==> src/rtl/dac_request_scheduler.sv <==
// dac_request_scheduler: round-robin arbiter sharing one SPI DAC serializer among four channel requesters
module dac_request_scheduler #(
  parameter int          NUM_CH   = 4,
  parameter logic [3:0]  CMD      = 4'b0011,
  parameter int          START_TO = 15,
  parameter int          DONE_TO  = 127
) (
  input  logic                 clk,
  input  logic                 reset_Async,
  input  logic                 enable,
  input  logic [NUM_CH-1:0]    req,
  input  logic [12*NUM_CH-1:0] req_data,
  input  logic                 trans,
  output logic                 go_DAC,
  output logic [27:0]          DAC_in,
  output logic [NUM_CH-1:0]    ack,
  output logic [1:0]           grant_id,
  output logic                 busy,
  output logic                 timeout,
  output logic                 err
);
  typedef enum logic [1:0] {IDLE, WAIT_START, WAIT_DONE, ACK} state_t;
  state_t state, state_n;
  logic [1:0] ptr, ptr_n, win, gid_n;
  logic found, go_n, to_n, err_n;
  logic [7:0] cnt, cnt_n;
  logic [27:0] dac_n;
  logic [NUM_CH-1:0] ack_n;
  // first requester after the last acked channel; scanning downward leaves the nearest one
  always_comb begin
    win = ptr;
    found = 1'b0;
    for (int k = NUM_CH; k >= 1; k--)
      if (req[ptr + 2'(k)]) begin
        win = ptr + 2'(k);
        found = 1'b1;
      end
  end
  // next state and next registered outputs; timeouts leave ptr alone so the stalled channel retries first
  always_comb begin
    state_n = state;
    go_n = go_DAC;
    dac_n = DAC_in;
    ack_n = '0;
    gid_n = grant_id;
    to_n = 1'b0;
    err_n = err;
    ptr_n = ptr;
    cnt_n = cnt;
    case (state)
      IDLE:
        if (enable && found) begin
          state_n = WAIT_START;
          gid_n = win;
          dac_n = {CMD, 2'b00, win, req_data[12*win +: 12], 8'h00};
          go_n = 1'b1;
          cnt_n = '0;
        end
      WAIT_START:
        if (trans) begin
          state_n = WAIT_DONE;
          go_n = 1'b0;
          cnt_n = '0;
        end else if (cnt == 8'(START_TO)) begin
          state_n = IDLE;
          go_n = 1'b0;
          to_n = 1'b1;
          err_n = 1'b1;
        end else cnt_n = cnt + 8'd1;
      WAIT_DONE:
        if (!trans) begin
          state_n = ACK;
          ack_n[grant_id] = 1'b1;
        end else if (cnt == 8'(DONE_TO)) begin
          state_n = IDLE;
          to_n = 1'b1;
          err_n = 1'b1;
        end else cnt_n = cnt + 8'd1;
      ACK: begin
        state_n = IDLE;
        ptr_n = grant_id;
      end
      default: state_n = IDLE;
    endcase
  end
  // state and output registers; ptr resets to 3 so channel 0 is scanned first
  always_ff @(posedge clk or negedge reset_Async) begin
    if (!reset_Async) begin
      state <= IDLE;
      go_DAC <= 1'b0;
      DAC_in <= '0;
      ack <= '0;
      grant_id <= '0;
      busy <= 1'b0;
      timeout <= 1'b0;
      err <= 1'b0;
      ptr <= 2'd3;
      cnt <= '0;
    end else begin
      state <= state_n;
      go_DAC <= go_n;
      DAC_in <= dac_n;
      ack <= ack_n;
      grant_id <= gid_n;
      busy <= state_n != IDLE;
      timeout <= to_n;
      err <= err_n;
      ptr <= ptr_n;
      cnt <= cnt_n;
    end
  end
endmodule

==> config.mk <==
export PLATFORM = sky130hd
export DESIGN_NAME = dac_request_scheduler
export DESIGN_NICKNAME = d
export VERILOG_FILES = /design/src/rtl/dac_request_scheduler.sv
export SDC_FILE = /design/constraint.sdc
export NUM_CORES = 1
export LEC_CHECK = 0
export ABC_AREA = 1
export CORE_ASPECT_RATIO = 0.7
export CORE_UTILIZATION = 55
export CTS_BUF_LIST = sky130_fd_sc_hd__clkbuf_8
export DETAILED_ROUTE_END_ITERATION = 8
export DONT_BUFFER_PORTS = 1
export PLACE_DENSITY = 0.74
export SLEW_MARGIN = 20
export SYNTH_ARGS = -nofsm -noshare
export SYNTH_HDL_FRONTEND = slang
export SYNTH_SLANG_ARGS = --single-unit
==> constraint.sdc <==
create_clock -name clk -period 2.42 [get_ports clk]
set_input_delay 0.484 -clock clk [delete_from_list [all_inputs] [get_ports clk]]
set_output_delay 0.484 -clock clk [all_outputs]
set_load 0.1 [all_outputs]
---- After elaboration in Yosys (flattened, before gate mapping) ----
Cells that the tools add are included.
storage, ports and cells
  bits in registers ....................... 37
  bits in latches ......................... 0
  bits in writable memories ............... 0
  memory bits (read-only) ................. 0
  input bits .............................. 56
  output and inout bits ................... 38
  logic and storage cells ................. 91
  memories ................................ 0
operators by class
  add/sub/neg operators ................... 4
  $mul .................................... 1
  div/mod/pow operators ................... 0
  magnitude comparators ................... 6
  equality and inequality tests ........... 13
  shifts and indexed selects .............. 1
  multiplexer cells ....................... 45
  bitwise logic cells ..................... 0
  reduce and logical (&&, ||, !) cells .... 11
operators by type and width
  operator               number
  $shiftx A48 B7 Y12     1
  $mux W8                5
  $pmux W8 S3            1
  $mux W1                20
  $mux W2                8
  $lt A2 B3 Y1 const B   5
  $ne A2 B2 Y1 const B   6
  $reduce_and A5 Y1      2
  $add A8 B1 Y8 const B  1
  $bmux W1 S2            4
  $eq A8 B4 Y1 const B   1
  $eq A8 B7 Y1 const B   1
  $mux W4                2
  $pmux W2 S4            1
  $ne A3 B3 Y1 const B   2
  $pmux W1 S2            3
  $reduce_bool A2 Y1     3
  $add A2 B2 Y2 const B  2
  $eq A2 B2 Y1 const B   2
  $mul A2 B2 Y4 const A  1
  $reduce_and A3 Y1      1
  $reduce_bool A3 Y1     1
  $add A2 B1 Y2 const B  1
  $demux W1 S2           1
  5 further kinds        6

---- Longest topological paths before layout ----
  depth in word-level cells ............... 10
  gate-level depth with buffers ........... 16
  mapped depth without buffers ............ 14

---- Least setup slack after synthesis ----
No wires, ideal clock.
  kind .................................... reg-to-output
  start ................................... reg grant_id[0]
  end ..................................... out grant_id[0]
  data arrival time ....................... 1.405 ns
  required time ........................... 1.936 ns
  path slack .............................. 0.531 ns
  stages on the path, launching flop included .. 2
  path buffers ............................ 1
  cells stage by stage .................... dfrtp_1 -> buf_4
RTL lines
  what                      line  source
  start: declaration        17    output logic [1:0] grant_id,
  start signal: assignment  104   grant_id <= gid_n;
No word-level cell between the ends.

---- Worst setup path in the final report ----
  start ................................... reg ptr[0]
  end ..................................... reg DAC_in[10]
between the ends
  longest elaborated chain between the ends .. 8
  elaborated cells between the ends (all ways) .. 22
  those cells by class .................... add/sub (3); mul (1); shift (1); mux (15); reduce/logical (2)
RTL lines
  what                                                     line    source
  start: declaration                                       24      logic [1:0] ptr, ptr_n, win, gid_n;
  start signal: assignment                                 108     ptr <= ptr_n;
  $add A2 B2 Y2 or $bmux W1 S2 (tied branches)             34, 35
  $bmux W1 S2 or $mux W1 (tied branches)                   34      if (req[ptr + 2'(k)]) begin
  $mux W1 (not written as such)                            34
  $mux W2 or $mux W1 (tied branches) (3 in a row)          34
  $mul A2 B2 Y4 or $logic_and A1 B1 Y1 (tied branches)     55, 52
  $shiftx A48 B7 Y12 or $reduce_and A2 Y1 (tied branches)  -
  end signal: assignment                                   102     DAC_in <= dac_n;
  end: declaration                                         15      output logic [27:0] DAC_in,
Several ways; a longest one is shown, not always the timed one. The select of a mux whose other input is x is not followed.
A chain may end at the register's enable or synchronous reset.

==> flow_summary_export.csv <==
group,metric,value,unit
place,dpl.hpwl,4050,µm
grt,grt_antenna_before_repair,0,
synthesis,syn_area_per_cell,6.81,µm²
synthesis,synth_top_area_share,0.342,
detailed_routing,drc,0,
setup_path,worstPathRequired,2600,ps
clock_tree,clockBufferDepth,2,
setup_path,arrival,2290,ps
detailed_routing,wl_per_cell,12.5,µm
finish,antenna_cells,0,
detailed_routing,dr.pass1.iters,4,
sta,hold_viol_final,0,
synthesis,ys_seq_area_frac,0.364,
detailed_routing,avgViaCountPerCell,5.03,
grt,grt_max_degree,34,
sta,worstMarginPinSlew,983,ps
die,core_area,4070,µm²
die,ios,94,
finish,area_growth,11.8,%
detailed_routing,drt_wl_total,5370,µm
synthesis,ys_ff_latch,35,
setup_path,criticalPathCategory,"flip-flop to flip-flop",
finish,num-fill-cells,353,
synthesis,synth_compound_area_frac,0.0654,
setup_path,worst-path-max-fanout,22,
clock_tree,cts_resized,0,
synthesis,syn_inst,354,
clock_tree,cts_tree,"done",
synthesis,synth.largest_area_cell,"dfrtp_1",
place,place_congestion,0.831,
synthesis,synth.area.mux_share,0,
synthesis,synthSimpleGateAreaFrac,0.363,
place,io_buffers,0,
synthesis,synth_xor_area_frac,0,
sta,setup_viol,0,
run,cap_violations,0,
grt,grt_pass1_wl,8540,µm
sta,tns,0,ps
detailed_routing,ant_nets,0,
outcome,status,"complete, no violations",
sta,min_period_over_period,0.873,
setup_path,cp-start-kind,"flip-flop",
die,die_y,57.4,µm
detailed_routing,drt_iter0_drc,143,
clock_tree,clockRootBuffer,"clkbuf_8",
clock_tree,clock_latency,290,ps
clock_tree,htree_num_levels,2,
finish,drive_gt1_frac,0.154,
sta,finalCriticalPeriod,2110,ps
clock_tree,cts_buffers,5,
sta,slew_violations,0,
sta,rsz0062_at_grt,"false",
synthesis,synth_top_family_by_area,"simple AND/OR/NAND/NOR gates",
sta,fmax,0.473,GHz
detailed_routing,num_vias,2152,
setup_path,cp-end-kind,"flip-flop",
grt,track_usage,0.243,
synthesis,synthTopCellsByArea,"dfrtp_1, nand2_1, nand3_1, inv_1, buf_4",
sta,slew_headroom,0.345,
sta,skew,6.03,ps
synthesis,netlist-cell-type-count,30,
die,initial_core_util,0.593,
die,num_rows,19,
synthesis,synth_adder_area_share,0.0363,
clock_tree,clkTransAtPathRegs,80,ps
clock_tree,cts.sinks,35,
grt,overflow,0,
grt,grt_pass1_vias,1873,
finish,layout.nets,438,
die,die-width,81.2,µm
synthesis,yosysWarningCount,0,
die,die-area,4660,µm²
synthesis,synth_area,2410,µm²
worst_hold_path,min_path_type,"primary input to asynchronous set/reset pin",
-- cells in the mapped netlist, drive strengths merged --
library cell and n:
a21boi 1, nor3 4, ha 7, a41o 1, o21a 1, nand3 52
o21ai 9, dfrtp 33, nand3b 1, buf 21, a21oi 15, nand4 2
a31oi 1, nand2 101, nor2 23, clkbuf 1, conb 1, o22ai 1
dfstp 2, inv 63, or2 13, clkinv 1
-- per-layer routing --
layer | vias to the layer above | share of wire | track usage
li1 | 1111 | - | -
met1 | 948 | 0.50 | 0.362
met5 | - | 0 | 0
met4 | 0 | 0.0078 | 0.0689
met2 | 88 | 0.40 | 0.341
met3 | 5 | 0.083 | 0.0736
-- path summary, 6_finish.rpt --
kind | depth (start not counted) | slack [ps] | end | startpoint
setup / recovery | 12 | 310 | DAC_in[10]$_DFFE_PN0P_ | ptr[0]$_DFFE_PN1N_
hold / removal | 1 | 8 | err$_DFFE_PN0P_ | reset_Async
setup reg to reg | 12 | 310 | DAC_in[10]$_DFFE_PN0P_ | ptr[0]$_DFFE_PN1N_
hold reg to reg | 2 | 530 | cnt[5]$_DFFE_PN0P_ | cnt[5]$_DFFE_PN0P_
max in group asynchronous | 1 | 2220 | DAC_in[24]$_DFFE_PN0P_ | reset_Async
min in group clk | 2 | 340 | timeout$_DFF_PN0_ | trans
-- logic make-up (layout without fill, tap and decap cells) --
family / count (synthesis) / count (layout)
AO/OA/AOI/OAI: 29 / 29
adder cells (fa/ha/maj): 7 / 7
buffers and inverters: 86 / 97
flip-flops: 35 / 35
other: 1 / 12
AND/OR/NAND/NOR: 196 / 196
-- registers in the layout (all words and copies together) (netlist names) --
register / flops
go_DAC: 1
busy: 1
cnt: 8
err: 1
timeout: 1
grant_id: 1
state: 2
ptr: 2
ack: 4
DAC_in: 14
-- cell usage in the layout (no fill, tap or decap), drive strengths merged --
master,instances
clkbuf,6
a31oi,1
clkinv,2
ha,7
nand2,101
o22ai,1
dfrtp,33
bufinv,1
conb,12
buf,25
a41o,1
nor2,23
inv,63
nand3b,1
o21a,1
a21boi,1
o21ai,9
nor3,4
a21oi,15
dfstp,2
or2,13
nand4,2
nand3,52
-- through the flow --
step	area (µm²)	utilization	instances	worst slack [ps]	hold WS (ps)
after global routing	2700	0.664	428	141	15.1
final	2700	0.664	428	308	8.02
after CTS	2700	0.664	428	321	13.5
after detailed placement	2560	0.630	419	330	189
after floorplan	2450	-	365	531	188
after global placement	2560	0.630	419	394	189
-- repair_timing --
action                     4_1_cts  5_1_grt
setup endpoints to repair        0        0
hold endpoints to repair        33        0
setup buffers                    0        0
hold buffers                     1        0
-- cell type report --
type,count,area (µm²),area share
tap,52,65.1,0.0241
inverter,64,243,0.0900
multi-input combinational,244,1160,0.432
sequential,35,882,0.327
clock buffer,6,82.6,0.0306
clock inverter,2,35.0,0.0130
timing repair buffer,25,225,0.0835
-- worst max-delay path, cell delays in order (launching register included) --
cell     delay (ps)
dfstp_2         650
inv_4            90
nand2_1          60
nand2_1          70
nand2_1          80
nand2_1          60
inv_2            80
nand2_2          70
nand2_2         100
nand2_2         240
or2_2           370
nand3_1          70
nand3_1          60
Power is not shown: default switching activity piles up to over one toggle a cycle in this logic, so the estimate is an artifact.
